[config.mk]
export PLATFORM = sky130hd
export DESIGN_NAME = led_pwm_bank_flat
export DESIGN_NICKNAME = d
export VERILOG_FILES = /design/src/rtl/led_pwm_bank_pkg.sv /design/src/rtl/led_pwm_bank_if.sv /design/src/rtl/led_pwm_bank_channel.sv /design/src/rtl/led_pwm_bank.sv /design/src/flat_wrapper.sv
export SDC_FILE = /design/constraint.sdc
export NUM_CORES = 1
export LEC_CHECK = 0
export CORE_UTILIZATION = 30
export CTS_CLUSTER_SIZE = 14
export DETAILED_ROUTE_END_ITERATION = 7
export DONT_BUFFER_PORTS = 1
export PLACE_DENSITY = 0.53
export SETUP_SLACK_MARGIN = 0.1
export SLEW_MARGIN = 20
export SYNTH_ARGS = -nofsm -noshare
export SYNTH_HDL_FRONTEND = slang
export SYNTH_HIERARCHICAL = 1
export SYNTH_SLANG_ARGS = --single-unit
export TNS_END_PERCENT = 5
[constraint.sdc]
create_clock -name clk -period 8.5 [get_ports clk]
set_input_delay 1.275 -clock clk [delete_from_list [all_inputs] [get_ports clk]]
set_output_delay 1.275 -clock clk [all_outputs]
set_load 0.01 [all_outputs]
[src/rtl/led_pwm_bank_pkg.sv]
// Shared types and register-map constants for the LED PWM bank.
package led_pwm_bank_pkg;

    typedef enum logic [1:0] {
        MODE_OFF   = 2'd0,
        MODE_ON    = 2'd1,
        MODE_BLINK = 2'd2,
        MODE_PWM   = 2'd3
    } mode_e;

    // Register offsets within the 256-byte bus window
    localparam logic [7:0] OFF_GLOBAL    = 8'h00;
    localparam logic [7:0] OFF_BLINK     = 8'h04;
    localparam logic [7:0] OFF_STATUS    = 8'h08;
    localparam logic [7:0] OFF_CHAN_BASE = 8'h40;

    // Field bit positions
    localparam int GLOBAL_EN_BIT       = 0;
    localparam int GLOBAL_PRESCALE_LSB = 16;
    localparam int BLINK_HALF_LSB      = 0;
    localparam int BLINK_HALF_BITS     = 16;
    localparam int STATUS_PHASE_BIT    = 0;
    localparam int STATUS_LED_LSB      = 16;
    localparam int CHAN_MODE_LSB       = 0;
    localparam int CHAN_DUTY_LSB       = 8;

    // Expand per-byte write strobes into a 32-bit bit mask
    function automatic logic [31:0] strobe_mask(input logic [3:0] wstrb);
        return {{8{wstrb[3]}}, {8{wstrb[2]}}, {8{wstrb[1]}}, {8{wstrb[0]}}};
    endfunction

endpackage

[src/rtl/led_pwm_bank_if.sv]
// picorv32 iomem bus bundle between the SoC core and the LED bank.
interface led_pwm_bank_if;

    logic        iomem_valid;
    logic        iomem_ready;
    logic [3:0]  iomem_wstrb;
    logic [31:0] iomem_addr;
    logic [31:0] iomem_wdata;
    logic [31:0] iomem_rdata;

    modport master (
        output iomem_valid, iomem_wstrb, iomem_addr, iomem_wdata,
        input  iomem_ready, iomem_rdata
    );

    modport slave (
        input  iomem_valid, iomem_wstrb, iomem_addr, iomem_wdata,
        output iomem_ready, iomem_rdata
    );

endinterface

[src/rtl/led_pwm_bank_channel.sv]
// One LED channel: selects the drive level from its mode and the shared
// PWM counter / blink phase.
module led_channel
    import led_pwm_bank_pkg::*;
#(
    parameter int PWM_BITS = 8
) (
    input  mode_e               mode,
    input  logic [PWM_BITS-1:0] duty,
    input  logic [PWM_BITS-1:0] pwm_cnt,
    input  logic                blink_phase,
    input  logic                enable,
    output logic                on
);

    // Channel drive decision; a disabled bank forces the channel off
    always_comb begin
        // NOTE: default assignment first so no path leaves 'on' unassigned (no latch).
        on = 1'b0;
        if (enable) begin
            case (mode)
                MODE_OFF:   on = 1'b0;
                MODE_ON:    on = 1'b1;
                MODE_BLINK: on = blink_phase;
                MODE_PWM:   on = (pwm_cnt < duty);
                default:    on = 1'b0;
            endcase
        end
    end

endmodule

[src/rtl/led_pwm_bank.sv]
// Memory-mapped LED bank: NUM_LEDS channels, each off/on/blink/PWM, driven
// from a shared tick prescaler, PWM counter and blink phase.
module led_pwm_bank
    import led_pwm_bank_pkg::*;
#(
    parameter int          NUM_LEDS      = 8,
    parameter int          PWM_BITS      = 8,
    parameter int          PRESCALE_BITS = 16,
    parameter logic [31:0] ADDR_BASE     = 32'h0300_0000
) (
    input  logic                clk,
    input  logic                resetn,
    led_pwm_bank_if.slave       bus,
    output logic [NUM_LEDS-1:0] led
);

    logic                     enable;
    logic [PRESCALE_BITS-1:0] prescale;
    logic [PRESCALE_BITS-1:0] pre_cnt;
    logic [15:0]              half_period;
    logic [15:0]              blink_cnt;
    logic                     blink_phase;
    logic [PWM_BITS-1:0]      pwm_cnt;
    mode_e                    chan_mode [NUM_LEDS];
    logic [PWM_BITS-1:0]      chan_duty [NUM_LEDS];
    logic [NUM_LEDS-1:0]      chan_on;
    logic                     tick;

    logic [7:0]  offset;
    logic [3:0]  chan_idx;
    logic        in_window;
    logic        req;
    logic        wr_en;
    logic        is_chan;
    logic [31:0] rd_word;
    logic [31:0] wr_word;

    assign offset    = bus.iomem_addr[7:0];
    assign chan_idx  = offset[5:2];
    assign in_window = (bus.iomem_addr[31:8] == ADDR_BASE[31:8]);
    // A request is only accepted while no ack is outstanding
    assign req       = bus.iomem_valid && in_window && !bus.iomem_ready;
    assign wr_en     = req && (bus.iomem_wstrb != 4'b0000);
    assign is_chan   = (offset[7:6] == OFF_CHAN_BASE[7:6]) && (offset[1:0] == 2'b00)
                       && ({1'b0, chan_idx} < 5'(NUM_LEDS));

    // Current image of the addressed register; unimplemented bits stay 0
    always_comb begin
        rd_word = '0;
        if (is_chan) begin
            for (int i = 0; i < NUM_LEDS; i++) begin
                if (chan_idx == 4'(i)) begin
                    rd_word[CHAN_MODE_LSB +: 2]        = chan_mode[i];
                    rd_word[CHAN_DUTY_LSB +: PWM_BITS] = chan_duty[i];
                end
            end
        end else begin
            case (offset)
                OFF_GLOBAL: begin
                    rd_word[GLOBAL_EN_BIT]                          = enable;
                    rd_word[GLOBAL_PRESCALE_LSB +: PRESCALE_BITS]   = prescale;
                end
                OFF_BLINK:  rd_word[BLINK_HALF_LSB +: BLINK_HALF_BITS] = half_period;
                OFF_STATUS: begin
                    rd_word[STATUS_PHASE_BIT]              = blink_phase;
                    rd_word[STATUS_LED_LSB +: NUM_LEDS]    = led;
                end
                default: ;
            endcase
        end
    end

    // Byte-strobe merge: untouched bytes keep the register's current value
    assign wr_word = (rd_word & ~strobe_mask(bus.iomem_wstrb))
                   | (bus.iomem_wdata & strobe_mask(bus.iomem_wstrb));

    // Configuration registers, committed at the edge ending the request cycle
    always_ff @(posedge clk) begin
        if (!resetn) begin
            enable      <= 1'b0;
            prescale    <= '0;
            half_period <= '0;
            // NOTE: the per-channel arrays are small flop banks, not RAM, so they reset with the rest.
            for (int i = 0; i < NUM_LEDS; i++) begin
                chan_mode[i] <= MODE_OFF;
                chan_duty[i] <= '0;
            end
        end else if (wr_en) begin
            if (is_chan) begin
                for (int i = 0; i < NUM_LEDS; i++) begin
                    if (chan_idx == 4'(i)) begin
                        chan_mode[i] <= mode_e'(wr_word[CHAN_MODE_LSB +: 2]);
                        chan_duty[i] <= wr_word[CHAN_DUTY_LSB +: PWM_BITS];
                    end
                end
            end else begin
                case (offset)
                    OFF_GLOBAL: begin
                        enable   <= wr_word[GLOBAL_EN_BIT];
                        prescale <= wr_word[GLOBAL_PRESCALE_LSB +: PRESCALE_BITS];
                    end
                    OFF_BLINK: half_period <= wr_word[BLINK_HALF_LSB +: BLINK_HALF_BITS];
                    default: ;
                endcase
            end
        end
    end

    // One-cycle ack with read data captured from the request cycle
    always_ff @(posedge clk) begin
        // NOTE: sequential state uses non-blocking assignments so every flop samples pre-edge values.
        if (!resetn) begin
            bus.iomem_ready <= 1'b0;
            bus.iomem_rdata <= '0;
        end else begin
            bus.iomem_ready <= req;
            bus.iomem_rdata <= req ? rd_word : '0;
        end
    end

    assign tick = enable && (pre_cnt == prescale);

    // Prescaler, PWM counter and blink phase; all held at 0 while disabled
    always_ff @(posedge clk) begin
        if (!resetn || !enable) begin
            pre_cnt     <= '0;
            pwm_cnt     <= '0;
            blink_cnt   <= '0;
            blink_phase <= 1'b0;
        end else begin
            pre_cnt <= tick ? '0 : pre_cnt + PRESCALE_BITS'(1);
            if (tick) begin
                pwm_cnt <= pwm_cnt + PWM_BITS'(1);
                if (blink_cnt == half_period) begin
                    blink_cnt   <= '0;
                    blink_phase <= ~blink_phase;
                end else begin
                    blink_cnt <= blink_cnt + 16'd1;
                end
            end
        end
    end

    for (genvar g = 0; g < NUM_LEDS; g++) begin : g_chan
        led_channel #(.PWM_BITS(PWM_BITS)) u_chan (
            .mode        (chan_mode[g]),
            .duty        (chan_duty[g]),
            .pwm_cnt     (pwm_cnt),
            .blink_phase (blink_phase),
            .enable      (enable),
            .on          (chan_on[g])
        );
    end

    // Registered LED drive toward the board output buffers
    always_ff @(posedge clk) begin
        if (!resetn) begin
            led <= '0;
        end else begin
            led <= chan_on;
        end
    end

endmodule

[src/flat_wrapper.sv]
// flat-port wrapper written by rule: the top's interface ports become plain ports
module led_pwm_bank_flat import led_pwm_bank_pkg::*;
#(
    parameter int          NUM_LEDS      = 8,
    parameter int          PWM_BITS      = 8,
    parameter int          PRESCALE_BITS = 16,
    parameter logic [31:0] ADDR_BASE     = 32'h0300_0000
)
  (clk, resetn, led, bus_iomem_valid, bus_iomem_wstrb, bus_iomem_addr, bus_iomem_wdata, bus_iomem_ready, bus_iomem_rdata);
  led_pwm_bank_if bus_i ();
  input  logic clk;
  input  logic resetn;
  output logic [NUM_LEDS-1:0] led;
  input wire logic [$bits(bus_i.iomem_valid)-1:0] bus_iomem_valid;
  input wire logic [$bits(bus_i.iomem_wstrb)-1:0] bus_iomem_wstrb;
  input wire logic [$bits(bus_i.iomem_addr)-1:0] bus_iomem_addr;
  input wire logic [$bits(bus_i.iomem_wdata)-1:0] bus_iomem_wdata;
  output wire logic [$bits(bus_i.iomem_ready)-1:0] bus_iomem_ready;
  output wire logic [$bits(bus_i.iomem_rdata)-1:0] bus_iomem_rdata;
  assign bus_i.iomem_valid = bus_iomem_valid;
  assign bus_i.iomem_wstrb = bus_iomem_wstrb;
  assign bus_i.iomem_addr = bus_iomem_addr;
  assign bus_i.iomem_wdata = bus_iomem_wdata;
  assign bus_iomem_ready = bus_i.iomem_ready;
  assign bus_iomem_rdata = bus_i.iomem_rdata;
  led_pwm_bank #(.NUM_LEDS(NUM_LEDS), .PWM_BITS(PWM_BITS), .PRESCALE_BITS(PRESCALE_BITS), .ADDR_BASE(ADDR_BASE)) u_core (.clk(clk), .resetn(resetn), .bus(bus_i), .led(led));
endmodule
==> results of run 1 <==
-- path summary, 6_finish.rpt --
path                             from                      end  cells after the start
hold reg to reg     u_core/pre_cnt[0]        u_core/pre_cnt[0]                      1
hold / removal      u_core/pre_cnt[0]        u_core/pre_cnt[0]                      1
setup / recovery    bus_iomem_addr[1]  u_core/chan_duty[0][18]                      5
setup reg to reg  u_core/prescale[14]     u_core/blink_cnt[10]                      5
-- flip-flops by register name (all words and copies together), names as in the netlist --
signal	cells
u_core/blink_phase	1
u_core/prescale	16
u_core/pwm_cnt	8
u_core/enable	1
u_core/blink_cnt	16
u_core/chan_duty	64
u_core/pre_cnt	16
u_core/chan_mode	16
u_core/half_period	16
u_core/bus.iomem_rdata	32
u_core/led	8
u_core/bus.iomem_ready	1
-- area by class of cell --
cell class	count	share of cell area, %
multi-input cells	793	47.9
inverters	64	2.03
clock buffers	18	3.72
repair buffers	7	0.476
flip-flops and latches	195	39.8
clock inverters	14	1.16
well taps	461	4.88
-- routing by layer --
metal  routed length, um  part of all wire (%)
met4                 358                   1.1
met5                   0                     0
met2               14800                    46
met1               15200                    47
met3                1920                   5.9
-- cells in the final DEF (no fill, tap or decap), types with 42 or more instances in the layout --
cell type and count:
inv_1 64, nor3_1 66, nand3_1 51, nand2_1 49, xor2_1 42, nor2_1 66, ha_1 59, a21oi_1 50
edfxtp_1 80, dfxtp_1 115
-- per-stage QoR --
step,area (um^2),std cells
finish,11800,1552
CTS,11800,1551
global placement,11200,1519
global route,11800,1552
detailed placement,11200,1519
floorplan,10900,1115
-- kinds of logic after synthesis --
group	after synthesis	synth area share (%)
flops	195	43.2
mux	28	2.71
simple gates	446	24.2
compound gates	214	14.5
fa+ha+maj	59	6.79
xor+xnor	46	3.70
buf+inv	127	4.83
-- power by group through the flow --
| stage | Clock, mW | Sequential, mW | Combinational (mW) |
|---|---|---|---|
| global placement | 0 | 1.03 | 0.109 |
| floorplan | 0 | 1.02 | 0.0947 |
| detailed placement | 0 | 1.03 | 0.110 |
| finish | 0.805 | 1.01 | 0.111 |
| CTS | 0.824 | 1.01 | 0.111 |
| global route | 0.862 | 1.01 | 0.121 |
==> flow_metrics.tcl, run 1 <==
set metrics [dict create \
    status "finished, violations left" \
    violations "design-rule violations" \
    fp.dieH_um 192 \
    grt_max_degree 69 \
    areaGrowthSynthToFinish_pct 8.66 \
    hold_viol_final 0 \
    p_per_area_mw_per_mm2 163 \
    dp_hpwl_mm 23.8 \
    slew_viol_final 0 \
    place.gp.congestion 0.811 \
    start_util_pct 30.5 \
    route.vias.total 8416 \
    place_ws_ps 4800 \
    crit_slowest_cell "nor4_4" \
    nFillCells 3665 \
    hold_slack_ps 479 \
    drt-total-wl_mm 32.3 \
    core-area_mm2 0.0357 \
    clk_path_buf_depth 2 \
    register_area_mm2 0.00470 \
    fin_ws_ps 5190 \
    synth.distinct_cells 68 \
    grt_use_met2_pct 28.7 \
    ios 112 \
    synth_flop_cell "dfxtp_1" \
    clock-sinks 195 \
    drtAntennaViolNets 0 \
    required_ps 8770 \
    ys_warn_count 6 \
    rrSetupSlack_ps 5450 \
    drt_pass1_iterations 7 \
    ctsHoldBuffers 0 \
    arrival_ps 3580 \
    fin_crit_ps 3310 \
    wl_per_cell_um 20.8 \
    yosysMostFrequentCell "dfxtp_1" \
    combinationalPowerShare_pct 5.8 \
    timing.fmax_mhz 302 \
    finalCritPeriodShare_pct 39.0 \
    grtUsageTotal_pct 17.8 \
    hp-class "register to register" \
    clkLatencyLatePin_ps 450 \
    seqPwrFrac_pct 52.4 \
    path_delay_family "simple AND/OR/NAND/NOR gates" \
    timing.slew.headroom_pct 36.7 \
    critPathLaunchType "primary input" \
    row_count 69 \
    maxCapViolations 0 \
    grt_pass1_vias 8295 \
    synth_top_area_share_pct 22.1 \
    clockPowerShare_pct 41.9 \
    grt_busiest_layer "met2" \
    grt_util_met3_pct 3.29 \
    cts_made_buffers 17 \
    grt_overflow_total 0 \
    die-area_mm2 0.0370 \
    cp-end-kind "register" \
    critPathKind "primary input to register" \
    p_switching_uw 490 \
    avgSynthCellArea_um2 9.76 \
    cts_resized 0 \
    antenna_cells 0 \
    drtIter0Drc 615 \
    multiInputGateArea_mm2 0.00567 \
    vias_per_cell 5.42 \
    drc 38 \
    cts_tree "built" \
    synth_edf_count 80 \
    portBuffers 0 \
    critPathMaxFanout 11 \
    synth_top_area_cell "edfxtp_1" \
    total_power_mw 1.92 \
    cts-htree-levels 4 \
    netlist_top_cells_count "dfxtp_1, edfxtp_1, nor2_1, nor3_1, inv_1" \
    synth_area_mm2 0.0109 \
    leakage_nw 4.34 \
    cp_cell_sequence "nor4b_2 > nand2b_1 > nor4_4 > nand3_1 > nor3_1" \
    final.setup.tns_ps 0 \
    ir_drop_uv 130 \
    die_width_um 192 \
    setup_viol 0 \
    ys_seq_elements 195 \
    path_clk_slew_ps 80 \
    rsz0062_at_grt "false" \
    post-cts-setup-buffer-count 0 \
    synthArstFlopShare_pct 0 \
    fin_skew_ps 13.0 \
    synth.net_count 1245 \
    drive_gt1_share_pct 7.97 \
    root_buffer "clkbuf_16" \
    yosysSeqAreaShare_pct 43.2 \
    finish.net_count 1208 \
    p_int_mw 1.43 \
    finish.utilization_pct 33.2 \
    critPathBufInv 0 \
    grt_pass1_wl_mm 49.6 \
    yosys-top-cells-area "edfxtp_1, dfxtp_1, ha_1" \
    antenna_found_initial 0 \
    p_sw_share_pct 25.5 \
    max_stage_delay_ps 530 \
    worst_pin_slew_ps 947 \
    use_met1_pct 24.3 \
    netlist_instances 1115 \
]
Note: power is estimated with default switching activity, not from simulation.
==> inputs of run 2 (changes only) <==
Clock period 8.5 ns to 3.38 ns, I/O delays scaled along.
==> run 2 against run 1 <==
Net effect: the flow still finishes with violations (design-rule violations); critical path depth unchanged; global-route usage is 0.21 points lower; largest power group unchanged; combinational power rose to 2.6 times the previous value; total power rose to 2.6 times the previous value; largest cell class unchanged.
==> flow_metrics.tcl, run 2 (synthesis gave the netlist of run 1 again) <==
set metrics [dict create \
    grt_pass1_wl_mm 49.3 \
    worst_pin_slew_ps 1010 \
    antenna_found_initial 0 \
    leakage_nw 4.45 \
    path_clk_slew_ps 90 \
    clkLatencyLatePin_ps 440 \
    rrSetupSlack_ps 890 \
    clk_path_buf_depth 2 \
    setup_viol 0 \
    p_per_area_mw_per_mm2 415 \
    reg2reg_from "u_core/bus.iomem_ready" \
    total_power_mw 4.98 \
    drtAntennaViolNets 0 \
    dp_cells 1539 \
    drc 38 \
    post-cts-setup-buffer-count 0 \
    final_cell_mix "dfxtp_1, edfxtp_1, nor2_1, nor3_1, inv_1" \
    ir_drop_uv 285 \
    holdPathEnd "u_core/half_period[7]" \
    hp-class "primary input to register" \
    critPathLaunchType "primary input" \
    start_util_pct 30.5 \
    cts-htree-levels 4 \
    clock-sinks 195 \
    ios 112 \
    maxCapViolations 0 \
    reg_top3 "u_core/chan_duty x64, u_core/bus.iomem_rdata x32" \
    final_common_cell "dfxtp_1" \
    arrival_ps 2800 \
    die-area_mm2 0.0370 \
    required_ps 3650 \
    cts_made_buffers 17 \
    rr_endpoint "u_core/chan_duty[1][22]" \
    final_cells 1571 \
    critPathKind "primary input to register" \
    fin_crit_ps 2520 \
    finish.utilization_pct 33.6 \
    holdPathStages 1 \
    grtUsageTotal_pct 17.6 \
    min_from "resetn" \
    vias_per_cell 5.38 \
    largest_reg_flops 64 \
    ctsHoldBuffers 0 \
    antenna_cells 0 \
    fin_ws_ps 855 \
    place.gp.congestion 0.838 \
    rsz0062_at_grt "false" \
    slew_viol_final 0 \
    row_count 69 \
    cp-startpoint "bus_iomem_addr[1]" \
    fp.dieH_um 192 \
    die_width_um 192 \
    portBuffers 0 \
    drt_pass1_iterations 6 \
    top_register "u_core/chan_duty" \
    drtIter0Drc 658 \
    grt_overflow_total 0 \
    cts_tree "built" \
    place_ws_ps 519 \
    rr_worst_depth 6 \
    wl_per_cell_um 20.5 \
    core-area_mm2 0.0357 \
    finish.net_count 1227 \
    critPathMaxFanout 11 \
    areaGrowthSynthToFinish_pct 10.3 \
    timing.fmax_mhz 396 \
    grt_max_degree 69 \
    grt_pass1_vias 8190 \
    fin_skew_ps 14.2 \
    violations "design-rule violations" \
    status "finished, violations left" \
    hold_viol_final 0 \
    final.setup.tns_ps 0 \
    root_buffer "clkbuf_16" \
    cts_resized 0 \
    dp_hpwl_mm 24.3 \
    route.vias.total 8445 \
    drive_gt1_share_pct 9.55 \
    drt-total-wl_mm 32.3 \
    cp-end-kind "register" \
    finalCritPeriodShare_pct 74.7 \
    timing.slew.headroom_pct 32.5 \
]
## run 2: changes by cell type in the layout (fill, tap and decap cells not counted), sizes merged
cell / before / now
buf: 7 / 26
clkinvlp: 1 / 0
inv: 73 / 76
clkinv: 4 / 3
clkbuf: 18 / 17
## run 2: layer usage
metal / GRT usage (%) / vias to the layer above / wire length, um / part of all wire, %
met4: 4.57 / 0 / 418 / 1.3
met1: 23.6 / 4084 / 15100 / 47
met3: 2.89 / 28 / 1740 / 5.4
met5: 0 / - / 0 / 0
met2: 29.3 / 254 / 15100 / 47
li1: - / 4079 / - / -
## run 2: how the worst max path moves through the flow
stage / cells past startpoint / end
finish: 5 / u_core/chan_duty[0][16]
global route: 6 / u_core/chan_duty[1][22]
CTS: 6 / u_core/chan_duty[1][22]
detailed placement: 5 / u_core/chan_duty[0][20]
global placement: 5 / u_core/chan_duty[0][23]
floorplan: 5 / u_core/chan_duty[1][0]
## run 2: per-stage QoR
step / hold slack, ps / area [um^2]
floorplan: 435 / 10900
global placement: 454 / 11400
detailed placement: 479 / 11400
CTS: 179 / 12000
global route: 170 / 12000
finish: 195 / 12000
## run 2: layout make-up
cell class,instances,area [um^2]
Multi-Input combinational cell,793,5660
Clock inverter,15,196
Clock buffer,17,425
Tap cell,461,577
Sequential cell,195,4700
Timing Repair Buffer,26,195
Fill cell,3661,23700
Inverter,64,240
## run 2: worst max-delay path, cell delays in order
cell and delay (ps):
nor4b_2 580, nand2b_1 500, nor4_4 570, nand3_1 390, nor3_1 250
## run 2: where the power goes
part	switching, mW	internal [mW]	leakage (nW)
Sequential	0.0386	2.50	1.70
Combinational	0.174	0.115	2.44
Clock	1.12	1.04	0.303
